==> src/rtl/sa48_pkg.sv <==
// Shared definitions for the SA48 chunked adder interface: widths, driver states,
// operand payload and the chunk-select helper.
package sa48_pkg;

  localparam int unsigned CHUNK_W    = 12;
  localparam int unsigned NUM_CHUNKS = 4;
  localparam int unsigned WORD_W     = CHUNK_W * NUM_CHUNKS;
  localparam int unsigned IDX_W      = $clog2(NUM_CHUNKS);

  typedef enum logic [2:0] {
    IDLE,
    START,
    GAP,
    SEND,
    WAIT_RES,
    HOLD
  } state_t;

  typedef struct packed {
    logic [WORD_W-1:0] a;
    logic [WORD_W-1:0] b;
  } op_pair_t;

  // Chunk k of a word, chunk 0 being the least-significant CHUNK_W bits.
  function automatic logic [CHUNK_W-1:0] chunk_sel(input logic [WORD_W-1:0] word,
                                                   input logic [IDX_W-1:0]  k);
    return CHUNK_W'(word >> (32'(k) * CHUNK_W));
  endfunction

endpackage

==> src/rtl/sa48_chunk_driver_if.sv <==
// Operand, adder-facing and result signals of the SA48 chunk driver.
interface sa48_chunk_driver_if;
  import sa48_pkg::*;

  logic               op_valid;
  logic               op_ready;
  logic [WORD_W-1:0]  op_a;
  logic [WORD_W-1:0]  op_b;
  logic               startChunks;
  logic [CHUNK_W-1:0] inBusA;
  logic [CHUNK_W-1:0] inBusB;
  logic               resultReady;
  logic [WORD_W-1:0]  outBus;
  logic               res_valid;
  logic               res_ready;
  logic [WORD_W-1:0]  res_data;
  logic               res_err;

  modport master (
    input  op_valid, op_a, op_b, resultReady, outBus, res_ready,
    output op_ready, startChunks, inBusA, inBusB, res_valid, res_data, res_err
  );

  modport slave (
    output op_valid, op_a, op_b, resultReady, outBus, res_ready,
    input  op_ready, startChunks, inBusA, inBusB, res_valid, res_data, res_err
  );

endinterface

==> src/rtl/sa48_chunk_driver.sv <==
// Initiator for the SA48 adder: takes an operand pair, pulses startChunks, streams
// 12-bit chunks LS-first, then captures the sum (or a timeout) and holds it for the consumer.
module sa48_chunk_driver
  import sa48_pkg::*;
#(
  parameter int unsigned GAP_CYCLES     = 1,
  parameter int unsigned RESULT_TIMEOUT = 64
) (
  input  logic                clk,
  input  logic                rst_n,
  sa48_chunk_driver_if.master bus
);

  localparam int unsigned CNT_MAX = (RESULT_TIMEOUT > GAP_CYCLES) ? RESULT_TIMEOUT : GAP_CYCLES;
  localparam int unsigned CNT_W   = $clog2(CNT_MAX + 1);
  localparam logic [IDX_W-1:0] LAST_IDX = IDX_W'(NUM_CHUNKS - 1);
  localparam logic [CNT_W-1:0] GAP_LAST = CNT_W'(GAP_CYCLES - 1);
  localparam logic [CNT_W-1:0] TMO_LAST = CNT_W'(RESULT_TIMEOUT - 1);

  state_t             state, state_n;
  op_pair_t           ops, ops_n;
  logic [IDX_W-1:0]   idx, idx_n;
  logic [CNT_W-1:0]   cnt, cnt_n;

  logic               op_ready_q, op_ready_n;
  logic               start_q, start_n;
  logic [CHUNK_W-1:0] bus_a_q, bus_a_n;
  logic [CHUNK_W-1:0] bus_b_q, bus_b_n;
  logic               res_valid_q, res_valid_n;
  logic [WORD_W-1:0]  res_data_q, res_data_n;
  logic               res_err_q, res_err_n;

  // State, counters and every output are registered together.
  always_ff @(posedge clk or negedge rst_n) begin
    if (!rst_n) begin
      state       <= IDLE;
      ops         <= '0;
      idx         <= '0;
      cnt         <= '0;
      op_ready_q  <= 1'b1;
      start_q     <= 1'b0;
      bus_a_q     <= '0;
      bus_b_q     <= '0;
      res_valid_q <= 1'b0;
      res_data_q  <= '0;
      res_err_q   <= 1'b0;
    end else begin
      state       <= state_n;
      ops         <= ops_n;
      idx         <= idx_n;
      cnt         <= cnt_n;
      op_ready_q  <= op_ready_n;
      start_q     <= start_n;
      bus_a_q     <= bus_a_n;
      bus_b_q     <= bus_b_n;
      res_valid_q <= res_valid_n;
      res_data_q  <= res_data_n;
      res_err_q   <= res_err_n;
    end
  end

  // Next state; outputs are derived from the next state so they line up with it.
  always_comb begin
    state_n    = state;
    ops_n      = ops;
    idx_n      = idx;
    cnt_n      = cnt;
    res_data_n = res_data_q;
    res_err_n  = res_err_q;

    unique case (state)
      IDLE: begin
        if (bus.op_valid && op_ready_q) begin
          ops_n   = '{a: bus.op_a, b: bus.op_b};
          state_n = START;
        end
      end
      START: begin
        cnt_n   = '0;
        state_n = (GAP_CYCLES == 0) ? SEND : GAP;
      end
      GAP: begin
        if (cnt == GAP_LAST) begin
          cnt_n   = '0;
          state_n = SEND;
        end else begin
          cnt_n = cnt + 1'b1;
        end
      end
      SEND: begin
        if (idx == LAST_IDX) begin
          idx_n   = '0;
          cnt_n   = '0;
          state_n = WAIT_RES;
        end else begin
          idx_n = idx + 1'b1;
        end
      end
      WAIT_RES: begin
        // A result arriving on the timeout cycle still counts as a result.
        if (bus.resultReady) begin
          res_data_n = bus.outBus;
          res_err_n  = 1'b0;
          cnt_n      = '0;
          state_n    = HOLD;
        end else if (cnt == TMO_LAST) begin
          res_data_n = '0;
          res_err_n  = 1'b1;
          cnt_n      = '0;
          state_n    = HOLD;
        end else begin
          cnt_n = cnt + 1'b1;
        end
      end
      HOLD: begin
        if (bus.res_ready) state_n = IDLE;
      end
      default: state_n = IDLE;
    endcase

    op_ready_n  = (state_n == IDLE);
    start_n     = (state_n == START);
    res_valid_n = (state_n == HOLD);
    bus_a_n     = (state_n == SEND) ? chunk_sel(ops_n.a, idx_n) : '0;
    bus_b_n     = (state_n == SEND) ? chunk_sel(ops_n.b, idx_n) : '0;
  end

  assign bus.op_ready    = op_ready_q;
  assign bus.startChunks = start_q;
  assign bus.inBusA      = bus_a_q;
  assign bus.inBusB      = bus_b_q;
  assign bus.res_valid   = res_valid_q;
  assign bus.res_data    = res_data_q;
  assign bus.res_err     = res_err_q;

endmodule

==> src/flat_wrapper.sv <==
// flat-port wrapper written by rule: the top's interface ports become plain ports
module sa48_chunk_driver_flat import sa48_pkg::*;
#(
  parameter int unsigned GAP_CYCLES     = 1,
  parameter int unsigned RESULT_TIMEOUT = 64
)
  (clk, rst_n, bus_op_valid, bus_op_a, bus_op_b, bus_resultReady, bus_outBus, bus_res_ready, bus_op_ready, bus_startChunks, bus_inBusA, bus_inBusB, bus_res_valid, bus_res_data, bus_res_err);
  sa48_chunk_driver_if bus_i ();
  input  logic clk;
  input  logic rst_n;
  input wire logic [$bits(bus_i.op_valid)-1:0] bus_op_valid;
  input wire logic [$bits(bus_i.op_a)-1:0] bus_op_a;
  input wire logic [$bits(bus_i.op_b)-1:0] bus_op_b;
  input wire logic [$bits(bus_i.resultReady)-1:0] bus_resultReady;
  input wire logic [$bits(bus_i.outBus)-1:0] bus_outBus;
  input wire logic [$bits(bus_i.res_ready)-1:0] bus_res_ready;
  output wire logic [$bits(bus_i.op_ready)-1:0] bus_op_ready;
  output wire logic [$bits(bus_i.startChunks)-1:0] bus_startChunks;
  output wire logic [$bits(bus_i.inBusA)-1:0] bus_inBusA;
  output wire logic [$bits(bus_i.inBusB)-1:0] bus_inBusB;
  output wire logic [$bits(bus_i.res_valid)-1:0] bus_res_valid;
  output wire logic [$bits(bus_i.res_data)-1:0] bus_res_data;
  output wire logic [$bits(bus_i.res_err)-1:0] bus_res_err;
  assign bus_i.op_valid = bus_op_valid;
  assign bus_i.op_a = bus_op_a;
  assign bus_i.op_b = bus_op_b;
  assign bus_i.resultReady = bus_resultReady;
  assign bus_i.outBus = bus_outBus;
  assign bus_i.res_ready = bus_res_ready;
  assign bus_op_ready = bus_i.op_ready;
  assign bus_startChunks = bus_i.startChunks;
  assign bus_inBusA = bus_i.inBusA;
  assign bus_inBusB = bus_i.inBusB;
  assign bus_res_valid = bus_i.res_valid;
  assign bus_res_data = bus_i.res_data;
  assign bus_res_err = bus_i.res_err;
  sa48_chunk_driver #(.GAP_CYCLES(GAP_CYCLES), .RESULT_TIMEOUT(RESULT_TIMEOUT)) u_core (.clk(clk), .rst_n(rst_n), .bus(bus_i));
endmodule
==> config.mk <==
export PLATFORM = sky130hd
export DESIGN_NAME = sa48_chunk_driver_flat
export DESIGN_NICKNAME = d
export VERILOG_FILES = /design/src/rtl/sa48_pkg.sv /design/src/rtl/sa48_chunk_driver_if.sv /design/src/rtl/sa48_chunk_driver.sv /design/src/flat_wrapper.sv
export SDC_FILE = /design/constraint.sdc
export NUM_CORES = 1
export LEC_CHECK = 0
export ABC_AREA = 0
export ABC_CLOCK_PERIOD_IN_PS = 2200
export CAP_MARGIN = 20
export CORE_MARGIN = 2
export CORE_UTILIZATION = 45
export CTS_BUF_LIST = sky130_fd_sc_hd__clkbuf_8
export DETAILED_ROUTE_END_ITERATION = 10
export PLACE_DENSITY = 0.89
export SYNTH_ARGS = -nofsm -noshare
export SYNTH_HDL_FRONTEND = slang
export SYNTH_SLANG_ARGS = --single-unit
==> constraint.sdc <==
create_clock -name clk -period 2.2 [get_ports clk]
set_input_delay 0.44 -clock clk [delete_from_list [all_inputs] [get_ports clk]]
set_output_delay 0.44 -clock clk [all_outputs]
set_load 0.01 [all_outputs]
==> results of run 1 <==
==> cell usage in the layout, fill, tap and decap left out, types with 4 or more instances in the layout <==
cell             synthesis  final
clkdlybuf4s50_1          0    223
dfrtp_1                183    182
mux2_2                  97     97
a22o_1                  57     57
mux4_2                  48     48
buf_4                    8     26
a22o_2                  17     17
clkbuf_8                 0     17
buf_12                   0     11
nand2_1                  8      7
nor2_1                   8      6
o21ai_0                  5      5
nor3_1                   5      5
inv_8                    0      5
inv_1                    4      4
a21oi_1                  5      4
inv_6                    0      4
==> per-layer routing <==
layer / up-vias / GRT usage
li1: 2479 / -
met1: 2888 / 0.241
met2: 202 / 0.357
met3: 44 / 0.0533
met4: 0 / 0.0736
met5: - / 0
==> cells in the mapped netlist (2+ instances only) <==
cell type    n  area share
a211o_1      3      0.0032
a21o_1       2      0.0018
a21oi_1      5      0.0031
a22o_1      57       0.061
a22o_2      17       0.021
buf_1        3      0.0014
buf_2       15      0.0092
buf_4        8      0.0074
buf_8        2      0.0037
clkbuf_1    10      0.0046
dfrtp_1    183        0.56
ha_1         3      0.0046
inv_1        4      0.0018
mux2_2      97        0.13
mux4_2      48        0.13
nand2_1      8      0.0037
nand2b_1     3      0.0023
nand3_1      3      0.0018
nor2_1       8      0.0037
nor2b_1      2      0.0015
nor3_1       5      0.0031
o21ai_0      5      0.0031
or3_1        2      0.0015
==> cell families (layout without fill, tap and decap cells) <==
kind of cell               Yosys count  count (layout)
AOI/OAI and AO/OA                   97              97
adders and majority gates            3               3
buffers and inverters               42             305
DFF                                184             184
muxes                              146             146
and+or+nand+nor                     41              41
==> flip-flops by register name, summed over array words and instances, names as in the netlist <==
| name | count |
|---|---|
| u_core.cnt | 7 |
| u_core.state | 3 |
| u_core.bus.inBusB | 12 |
| u_core.bus.res_err | 1 |
| u_core.bus.startChunks | 1 |
| u_core.ops | 96 |
| u_core.bus.op_ready | 1 |
| u_core.bus.inBusA | 12 |
| u_core.bus.res_valid | 1 |
| u_core.bus.res_data | 48 |
| u_core.idx | 2 |
==> area by class of cell <==
cell class,instances,share of cell area
Sequential cell,184,0.401
Multi-Input combinational cell,287,0.289
Timing Repair Buffer,269,0.246
Tap cell,229,0.0249
Clock buffer,17,0.0204
Clock inverter,15,0.0176
Inverter,4,0.00131
==> stage by stage <==
step / cells / setup slack, ns / util / instance area (um^2)
finish: 1005 / 0.0866 / 0.644 / 11500
global route: 1005 / -0.00765 / 0.644 / 11500
global placement: 967 / -0.221 / 0.612 / 10900
detailed placement: 967 / -0.236 / 0.612 / 10900
CTS: 1000 / 0.0511 / 0.637 / 11400
floorplan: 513 / 0.0730 / - / 8130
==> worst max-delay path, delay by kind of cell, from the launching register on <==
| family | cells | cell delay [ns] |
|---|---|---|
| and+or+nand+nor | 3 | 0.94 |
| DFF | 1 | 0.45 |
| buffers and inverters | 1 | 0.16 |
| AOI/OAI and AO/OA | 2 | 0.51 |
==> worst max path at each step <==
| stage | start | end | slack (ns) | cells past startpoint |
|---|---|---|---|---|
| 2_1_floorplan | u_core.state[1] | u_core.bus.inBusA[3] | 0.07 | 7 |
| 3_3_place_gp | bus_op_valid | u_core.bus.inBusB[3] | -0.22 | 7 |
| 3_5_place_dp | bus_op_valid | u_core.bus.inBusB[2] | -0.24 | 7 |
| 4_1_cts | u_core.state[1] | u_core.bus.inBusB[2] | 0.05 | 7 |
| 5_1_grt | u_core.state[1] | u_core.bus.inBusB[3] | -0.008 | 7 |
| 6_report | u_core.cnt[2] | u_core.bus.inBusA[11] | 0.09 | 6 |
==> power by group through the flow <==
stage	logic, uW	clock network [uW]	registers [uW]
floorplan	3850	0	5840
global placement	6410	0	5690
detailed placement	6650	0	5820
CTS	6690	2530	5760
global route	7540	2690	5940
finish	7100	2460	5770
==> what timing repair did <==
action                                  in CTS  in global routing
buffers inserted                             0                  1
endpoints found under the setup margin       0                 24
hold buffers                                 1                  0
hold endpoints to repair                    34                  0
gates resized for setup                      0                  7
==> results.cfg, run 1 <==
[synthesis]
synthXorXnorAreaFrac = 0
syn_nets = 665
syn_area_per_cell_um2 = 15.9
synthMuxAreaShare = 0.269
synth_compound_area_frac = 0.103
synthCells = 513
synth_fa_ha_area_frac = 0.00462
synth_top_family_by_area = multiplexers
synth.distinct_cells = 43
synth_area_um2 = 8130
ys_ff_latch = 184
synthSimpleGateAreaFrac = 0.0289
yosysSeqAreaShare = 0.566
synthArstFlopShare = 1.00
synth-edff-count = 0
ys.flop_type = dfrtp_1
yosys_warnings = 0

[detailed_routing]
vias_per_cell = 5.59
drtIter0Drc = 292
drc_errors = 0
wl_met1_um = 7830
highest_layer = met4
firstDrtPassIters = 4
wl_met2_um = 10300
ant_nets = 0
via_count = 5613
drt-total-wl_um = 19700
wl_met3_um = 1100
post_drt_wl_per_cell_um = 19.6

[clock_tree]
cts_made_buffers = 17
cts_tree = built
cts-root-buf = clkbuf_8
clock_latency_ns = 0.46
clk_path_buf_depth = 2
worst_setup_hold_path_clk_slew_ns = 0.09
cts.sinks = 184
htree_levels = 4

[timing]
report.final.slew_viol_count = 0
fin_crit_sh = 0.961
worst_pin_slew_ns = 0.375
finClkSkew_ns = 0.0136
fin_crit_ns = 2.11
whs_ns = 0.474
hold_viol = 0
slew_headroom = 0.750
setup_viol = 0
tns_ns = 0
max_freq_mhz = 473

[worst_setup_path]
cp-start-kind = flop
reg2regPathDepth = 6
crit_chain = or4_4, or2_1, o32a_4, nor2_8, buf_12, a22o_1
criticalPathCategory = flop to flop
cp.arrival_ns = 2.50
reg2reg_to = u_core.bus.inBusA[11]
cp_max_fo = 13
r2r_start = u_core.cnt[2]
cp_slowest_cell = or4_4
cp-end-kind = flop
critPathMaxStageDelay_ns = 0.57
reg2reg_slack_ns = 0.09
critPathRequiredTime_ns = 2.59

[grt]
antenna_found_initial = 0
grt_pass1_vias = 6009
grt_usage = 0.203
grt_pass1_wl_um = 30900
grt_max_degree = 59
overflow = 0

[placed_design]
dp_hpwl_um = 14200
gp_congestion = 0.879
port_buffers = 224

[die]
coreArea_um2 = 17800
num_io_pins = 225
die_h_um = 138
die_w_um = 138
rows = 49
dieArea_um2 = 19200
start_util = 0.456

[power]
pwr-share-clk = 0.161
combPwrFrac = 0.463
p_seq_frac = 0.376
power_uw = 15300
p_int_uw = 10500
netSwitchingPower_uw = 4810
leakagePower_uw = 0.00497
ir_drop_mv = 0.697
p_sw_frac = 0.314
p_per_area_nw_per_um2 = 1330

[layout]
n_fill_cell = 1281
drive_gt1_frac = 0.323
area_delta_synth_final_pct = 41.4
nets = 915
diodes = 0
ff_latch_area_um2 = 4610
multi_input_area_um2 = 3330

[outcome]
outcome = finished clean

[hold_path]
hold_path_class = primary input to async pin

[job]
cap_violations = 0
No activity file was read; power rests on OpenSTA's default activity.
==> inputs of run 2 (changes only) <==
--- a/config.mk
+++ b/config.mk
@@ -13,6 +13,7 @@
 export CTS_BUF_LIST = sky130_fd_sc_hd__clkbuf_8
 export DETAILED_ROUTE_END_ITERATION = 10
 export PLACE_DENSITY = 0.89
+export REMOVE_ABC_BUFFERS = 1
 export SYNTH_ARGS = -nofsm -noshare
 export SYNTH_HDL_FRONTEND = slang
 export SYNTH_SLANG_ARGS = --single-unit
==> run 2 against run 1 <==
Compared with the run above:
- count of clock-buffer cells in the layout up 2
- cell count up 0.50%
- clock skew up 0.0075 ns
- total power down 4.8%
- via count up 0.32%
- wire length up 2.4%
- highest routed layer unchanged
- critical endpoint is now u_core.bus.inBusB[10]
==> results.cfg, run 2 (synthesized netlist as in run 1, its figures left out) <==
[layout]
diodes = 0
drive_gt1_frac = 0.324
fin_area_um2 = 11400
nets = 920
layout_commonest_cell = clkdlybuf4s50_1
largest_reg_flops = 96
n_fill_cell = 1236
area_delta_synth_final_pct = 40.0
largest-register = u_core.ops
final_cell_mix = clkdlybuf4s50_1 (223), dfrtp_1 (183), mux2_2 (97), a22o_1 (57), mux4_2 (48)

[timing]
fin_crit_ns = 2.13
setup_viol = 0
slew_headroom = 0.680
finClkSkew_ns = 0.0210
fin_crit_sh = 0.970
hold_viol = 0
fin_ws_ns = 0.0665
report.final.slew_viol_count = 0
worst_pin_slew_ns = 0.479
max_freq_mhz = 469
rsz0062_at_grt = true
tns_ns = 0
whs_ns = 0.487

[worst_setup_path]
critPathMaxStageDelay_ns = 0.42
cp-end-kind = flop
critPathRequiredTime_ns = 2.55
startpoint = u_core.state[1]
cp-start-kind = flop
cp_slowest_cell = dfrtp_1
cp.arrival_ns = 2.48
r2r_start = u_core.state[1]
cp_max_fo = 48
criticalPathCategory = flop to flop
crit_chain = and2b_1, nand2_1, mux2i_4, buf_12, mux4_2, a22o_2

[power]
ir_drop_mv = 1.01
power_uw = 14600
leakagePower_uw = 0.00494
p_per_area_nw_per_um2 = 1280

[grt]
grt_pass1_vias = 6152
grt_max_degree = 53
overflow = 0
grt_pass1_wl_um = 32900
antenna_found_initial = 0
grt_usage = 0.218

[detailed_routing]
wl_met2_um = 10400
wl_met1_um = 8200
post_drt_wl_per_cell_um = 19.9
highest_layer = met4
drtIter0Drc = 242
via_count = 5631
drt-total-wl_um = 20100
drc_errors = 0
wl_met3_um = 1320
ant_nets = 0
firstDrtPassIters = 4
vias_per_cell = 5.58

[clock_tree]
cts-root-buf = clkbuf_8
cts.sinks = 184
cts_tree = built
htree_levels = 4
worst_setup_hold_path_clk_slew_ns = 0.09
cts_setup_buffers = 0
cts_made_buffers = 17
clk_path_buf_depth = 2
clock_latency_ns = 0.46

[outcome]
outcome = finished clean

[job]
cap_violations = 0

[die]
die_w_um = 138
coreArea_um2 = 17800
dieArea_um2 = 19200
die_h_um = 138
num_io_pins = 225
start_util = 0.456
rows = 49

[placed_design]
gp_congestion = 0.892
dpl_cell_area_um2 = 11000
port_buffers = 224
pre_cts_slack_ns = -0.250
dp_hpwl_um = 15000

[hold_path]
hold_path_class = primary input to async pin
-- run 2: changes by cell type in the layout (fill, tap and decap cells not counted), sizes merged --
| cell | before | now |
|---|---|---|
| inv | 13 | 10 |
| clkbuf | 20 | 19 |
| clkinv | 2 | 3 |
| clkinvlp | 1 | 3 |
| bufinv | 3 | 1 |
| buf | 42 | 50 |
-- run 2: path summary, 6_finish.rpt --
| kind | end | slack, ns | cells past startpoint |
|---|---|---|---|
| worst min register to register | u_core.ops[82] | 0.51 | 1 |
| worst min-delay path | u_core.ops[81] | 0.49 | 2 |
| min in group clk | u_core.ops[82] | 0.51 | 1 |
| max in group asynchronous | u_core.bus.op_ready | 1.01 | 3 |
| worst max-delay path | u_core.bus.inBusB[10] | 0.07 | 6 |
| worst max register to register | u_core.bus.inBusB[10] | 0.07 | 6 |
-- run 2: layer usage --
| layer | vias to the layer above | track usage |
|---|---|---|
| li1 | 2497 | - |
| met1 | 2895 | 0.270 |
| met2 | 220 | 0.376 |
| met3 | 19 | 0.0637 |
| met4 | 0 | 0.0553 |
| met5 | - | 0 |
-- run 2: power by group --
| group | total (uW) | leakage, uW | switching (uW) | internal [uW] |
|---|---|---|---|---|
| clock network | 2210 | 0.000195 | 1240 | 971 |
| logic | 6640 | 0.00237 | 2570 | 4070 |
| registers | 5750 | 0.00238 | 819 | 4930 |
| total | 14600 | 0.00494 | 4620 | 9970 |
-- run 2: layout make-up --
type	count	area, um^2	share of cell area
Clock buffer	19	262	0.0230
Tap cell	229	287	0.0252
Sequential cell	184	4610	0.404
Timing Repair Buffer	274	2770	0.243
Clock inverter	13	123	0.0108
Inverter	4	15.0	0.00132
Multi-Input combinational cell	287	3320	0.292
-- run 2: timing repair --
| action | CTS | global route |
|---|---|---|
| gates resized for setup | 0 | 1 |
| hold buffers | 1 | 0 |
| endpoints found under the setup margin | 0 | 1 |
| endpoints found under the hold margin | 44 | 0 |
-- run 2: worst max-delay path: cells and delay by family, from the launching register on --
kind,cells,cell delay (ns)
mux,2,0.62
flops,1,0.42
simple gates,2,0.37
buf+inv,1,0.28
compound gates,1,0.27
-- run 2: metrics by stage --
step	instances	utilization
2_1_floorplan	475	-
3_3_place_gp	977	0.616
3_5_place_dp	977	0.616
4_1_cts	1010	0.638
5_1_grt	1010	0.638
6_report	1010	0.638
==> inputs of run 3 (changes only) <==
--- a/config.mk
+++ b/config.mk
@@ -12,8 +12,11 @@
 export CORE_UTILIZATION = 45
 export CTS_BUF_LIST = sky130_fd_sc_hd__clkbuf_8
 export DETAILED_ROUTE_END_ITERATION = 10
+export HOLD_SLACK_MARGIN = 0.12
 export PLACE_DENSITY = 0.89
 export REMOVE_ABC_BUFFERS = 1
+export SETUP_SLACK_MARGIN = 0.15
+export SKIP_LAST_GASP = 1
 export SYNTH_ARGS = -nofsm -noshare
 export SYNTH_HDL_FRONTEND = slang
 export SYNTH_SLANG_ARGS = --single-unit
==> run 3 against run 2 <==
Compared with the run above:
- sequential power about the same
- maximum frequency increased by 1.9%
- highest routed layer unchanged
- wire length increased by 9.1%
- sequential share of layout area decreased by 1.4 points
- total power increased by 7.0%
- count of clock-buffer cells in the layout unchanged
- critical endpoint is now u_core.bus.inBusB[5]
- first-iteration DRC count increased by 13%
- largest cell class unchanged
- via count increased by 3.2%
- hold slack improved by 0.0017 ns
==> results.cfg, run 3 (synthesized netlist as in run 1, its figures left out) <==
[layout]
diodes = 0
drive_gt1_frac = 0.349
final_cell_mix = clkdlybuf4s50_1 (223), dfrtp_1 (183), mux2_2 (97), a22o_1 (57), mux4_2 (48)
nets = 941
area_delta_synth_final_pct = 45.2
layout.cells.non_filler = 1031
largest_reg_flops = 96
largest-register = u_core.ops
layout_commonest_cell = clkdlybuf4s50_1

[grt]
grt.met1_usage = 0.281
overflow = 0
grt_pass1_wl_um = 34200
grt.met2_usage = 0.399
grt_max_degree = 53
grt_pass1_vias = 6295
busiest_layer = met2
met3_usage = 0.0644
antenna_found_initial = 0
grt_usage = 0.228

[clock_tree]
cts-root-buf = clkbuf_8
cts.sinks = 184
worst_setup_hold_path_clk_slew_ns = 0.09
clock_latency_ns = 0.46
cts_made_buffers = 17
cts_tree = built
clk_path_buf_depth = 2
htree_levels = 4

[worst_setup_path]
startpoint = u_core.cnt[2]
cp-end-kind = flop
cp-start-kind = flop
critPathCapture = u_core.bus.inBusB[5]
reg2regPathDepth = 6
reg2reg_slack_ns = 0.11
r2r_start = u_core.cnt[2]
criticalPathCategory = flop to flop
reg2reg_to = u_core.bus.inBusB[5]
cp.arrival_ns = 2.49
critPathRequiredTime_ns = 2.60
cp_max_fo = 8

[power]
p_per_area_nw_per_um2 = 1320
pwr-share-clk = 0.142
p_sw_frac = 0.326
combPwrFrac = 0.489
netSwitchingPower_uw = 5100
leakagePower_uw = 0.00514
p_int_uw = 10500
p_seq_frac = 0.369
ir_drop_mv = 0.769

[die]
start_util = 0.456
dieArea_um2 = 19200
coreArea_um2 = 17800
num_io_pins = 225
die_w_um = 138
rows = 49
die_h_um = 138

[detailed_routing]
drtIter0Drc = 274
via_count = 5811
post_drt_wl_per_cell_um = 21.3
drc_errors = 0
ant_nets = 0
vias_per_cell = 5.64
firstDrtPassIters = 4
drt-total-wl_um = 22000

[placed_design]
dp_hpwl_um = 15000
gp_congestion = 0.892
port_buffers = 224
place_inst = 977

[timing]
slew_headroom = 0.679
finClkSkew_ns = 0.0230
fin_crit_sh = 0.952
setup_viol = 0
max_freq_mhz = 478
rsz0062_at_grt = true
report.final.slew_viol_count = 0
fin_crit_ns = 2.09
tns_ns = 0
hold_viol = 0
worst_pin_slew_ns = 0.481

[hold_path]
hold_path_class = primary input to async pin

[job]
cap_violations = 0

[outcome]
outcome = finished clean
[run 3: how the worst min path moves through the flow]
stage | endpoint | from | depth (start not counted) | slack [ns]
global placement | u_core.ops[81] | rst_n | 1 | 0.41
global route | u_core.ops[63] | rst_n | 2 | 0.48
detailed placement | u_core.ops[57] | rst_n | 1 | 0.42
floorplan | u_core.bus.inBusA[0] | rst_n | 0 | 0.14
CTS | u_core.ops[87] | rst_n | 2 | 0.47
finish | u_core.ops[81] | rst_n | 2 | 0.49
[run 3: layout make-up]
class	instances	area, um^2
Inverter	4	15.0
Sequential cell	184	4610
Clock inverter	13	123
Tap cell	229	287
Clock buffer	19	262
Fill cell	1191	6030
Multi-Input combinational cell	287	3390
Timing Repair Buffer	295	3130
[run 3: metal layers]
layer  up-vias  routed length (um)
met5         -                   0
met4         0                 213
met3        24                1440
met2       243               11400
met1      3006                8930
li1       2538                   -
[run 3: repair_timing]
| item | in CTS | in global routing |
|---|---|---|
| cloned | 3 | 5 |
| hold buffers | 1 | 0 |
| resized for setup | 14 | 14 |
| endpoints found under the hold margin | 44 | 0 |
| setup endpoints to repair | 24 | 42 |
| pin swaps | 2 | 9 |
| buffers inserted | 12 | 1 |
[run 3: stage by stage]
stage | cell area [um^2] | hold WS [ns] | util | power, uW | setup WS [ns]
floorplan | 7920 | 0.144 | - | 9330 | -7.45
global placement | 11000 | 0.408 | 0.616 | 12100 | -0.221
detailed placement | 11000 | 0.415 | 0.616 | 12500 | -0.250
CTS | 11600 | 0.469 | 0.651 | 15100 | 0.117
global route | 11800 | 0.483 | 0.662 | 16500 | 0.0827
finish | 11800 | 0.489 | 0.662 | 15600 | 0.106
[run 3: power groups by stage]
stage / registers [uW] / logic [uW] / clock network (uW)
after floorplan: 5860 / 3470 / 0
after global placement: 5660 / 6420 / 0
after detailed placement: 5800 / 6700 / 0
after CTS: 5740 / 7070 / 2300
after global routing: 5930 / 8100 / 2430
final: 5760 / 7640 / 2220
[run 3: worst max-delay path: stages (launching register included)]
cell       delay (ns)
dfrtp_1          0.39
or4_4            0.55
or2_4            0.25
o32a_4           0.34
nor2_8           0.17
clkbuf_16        0.20
a22o_2           0.14
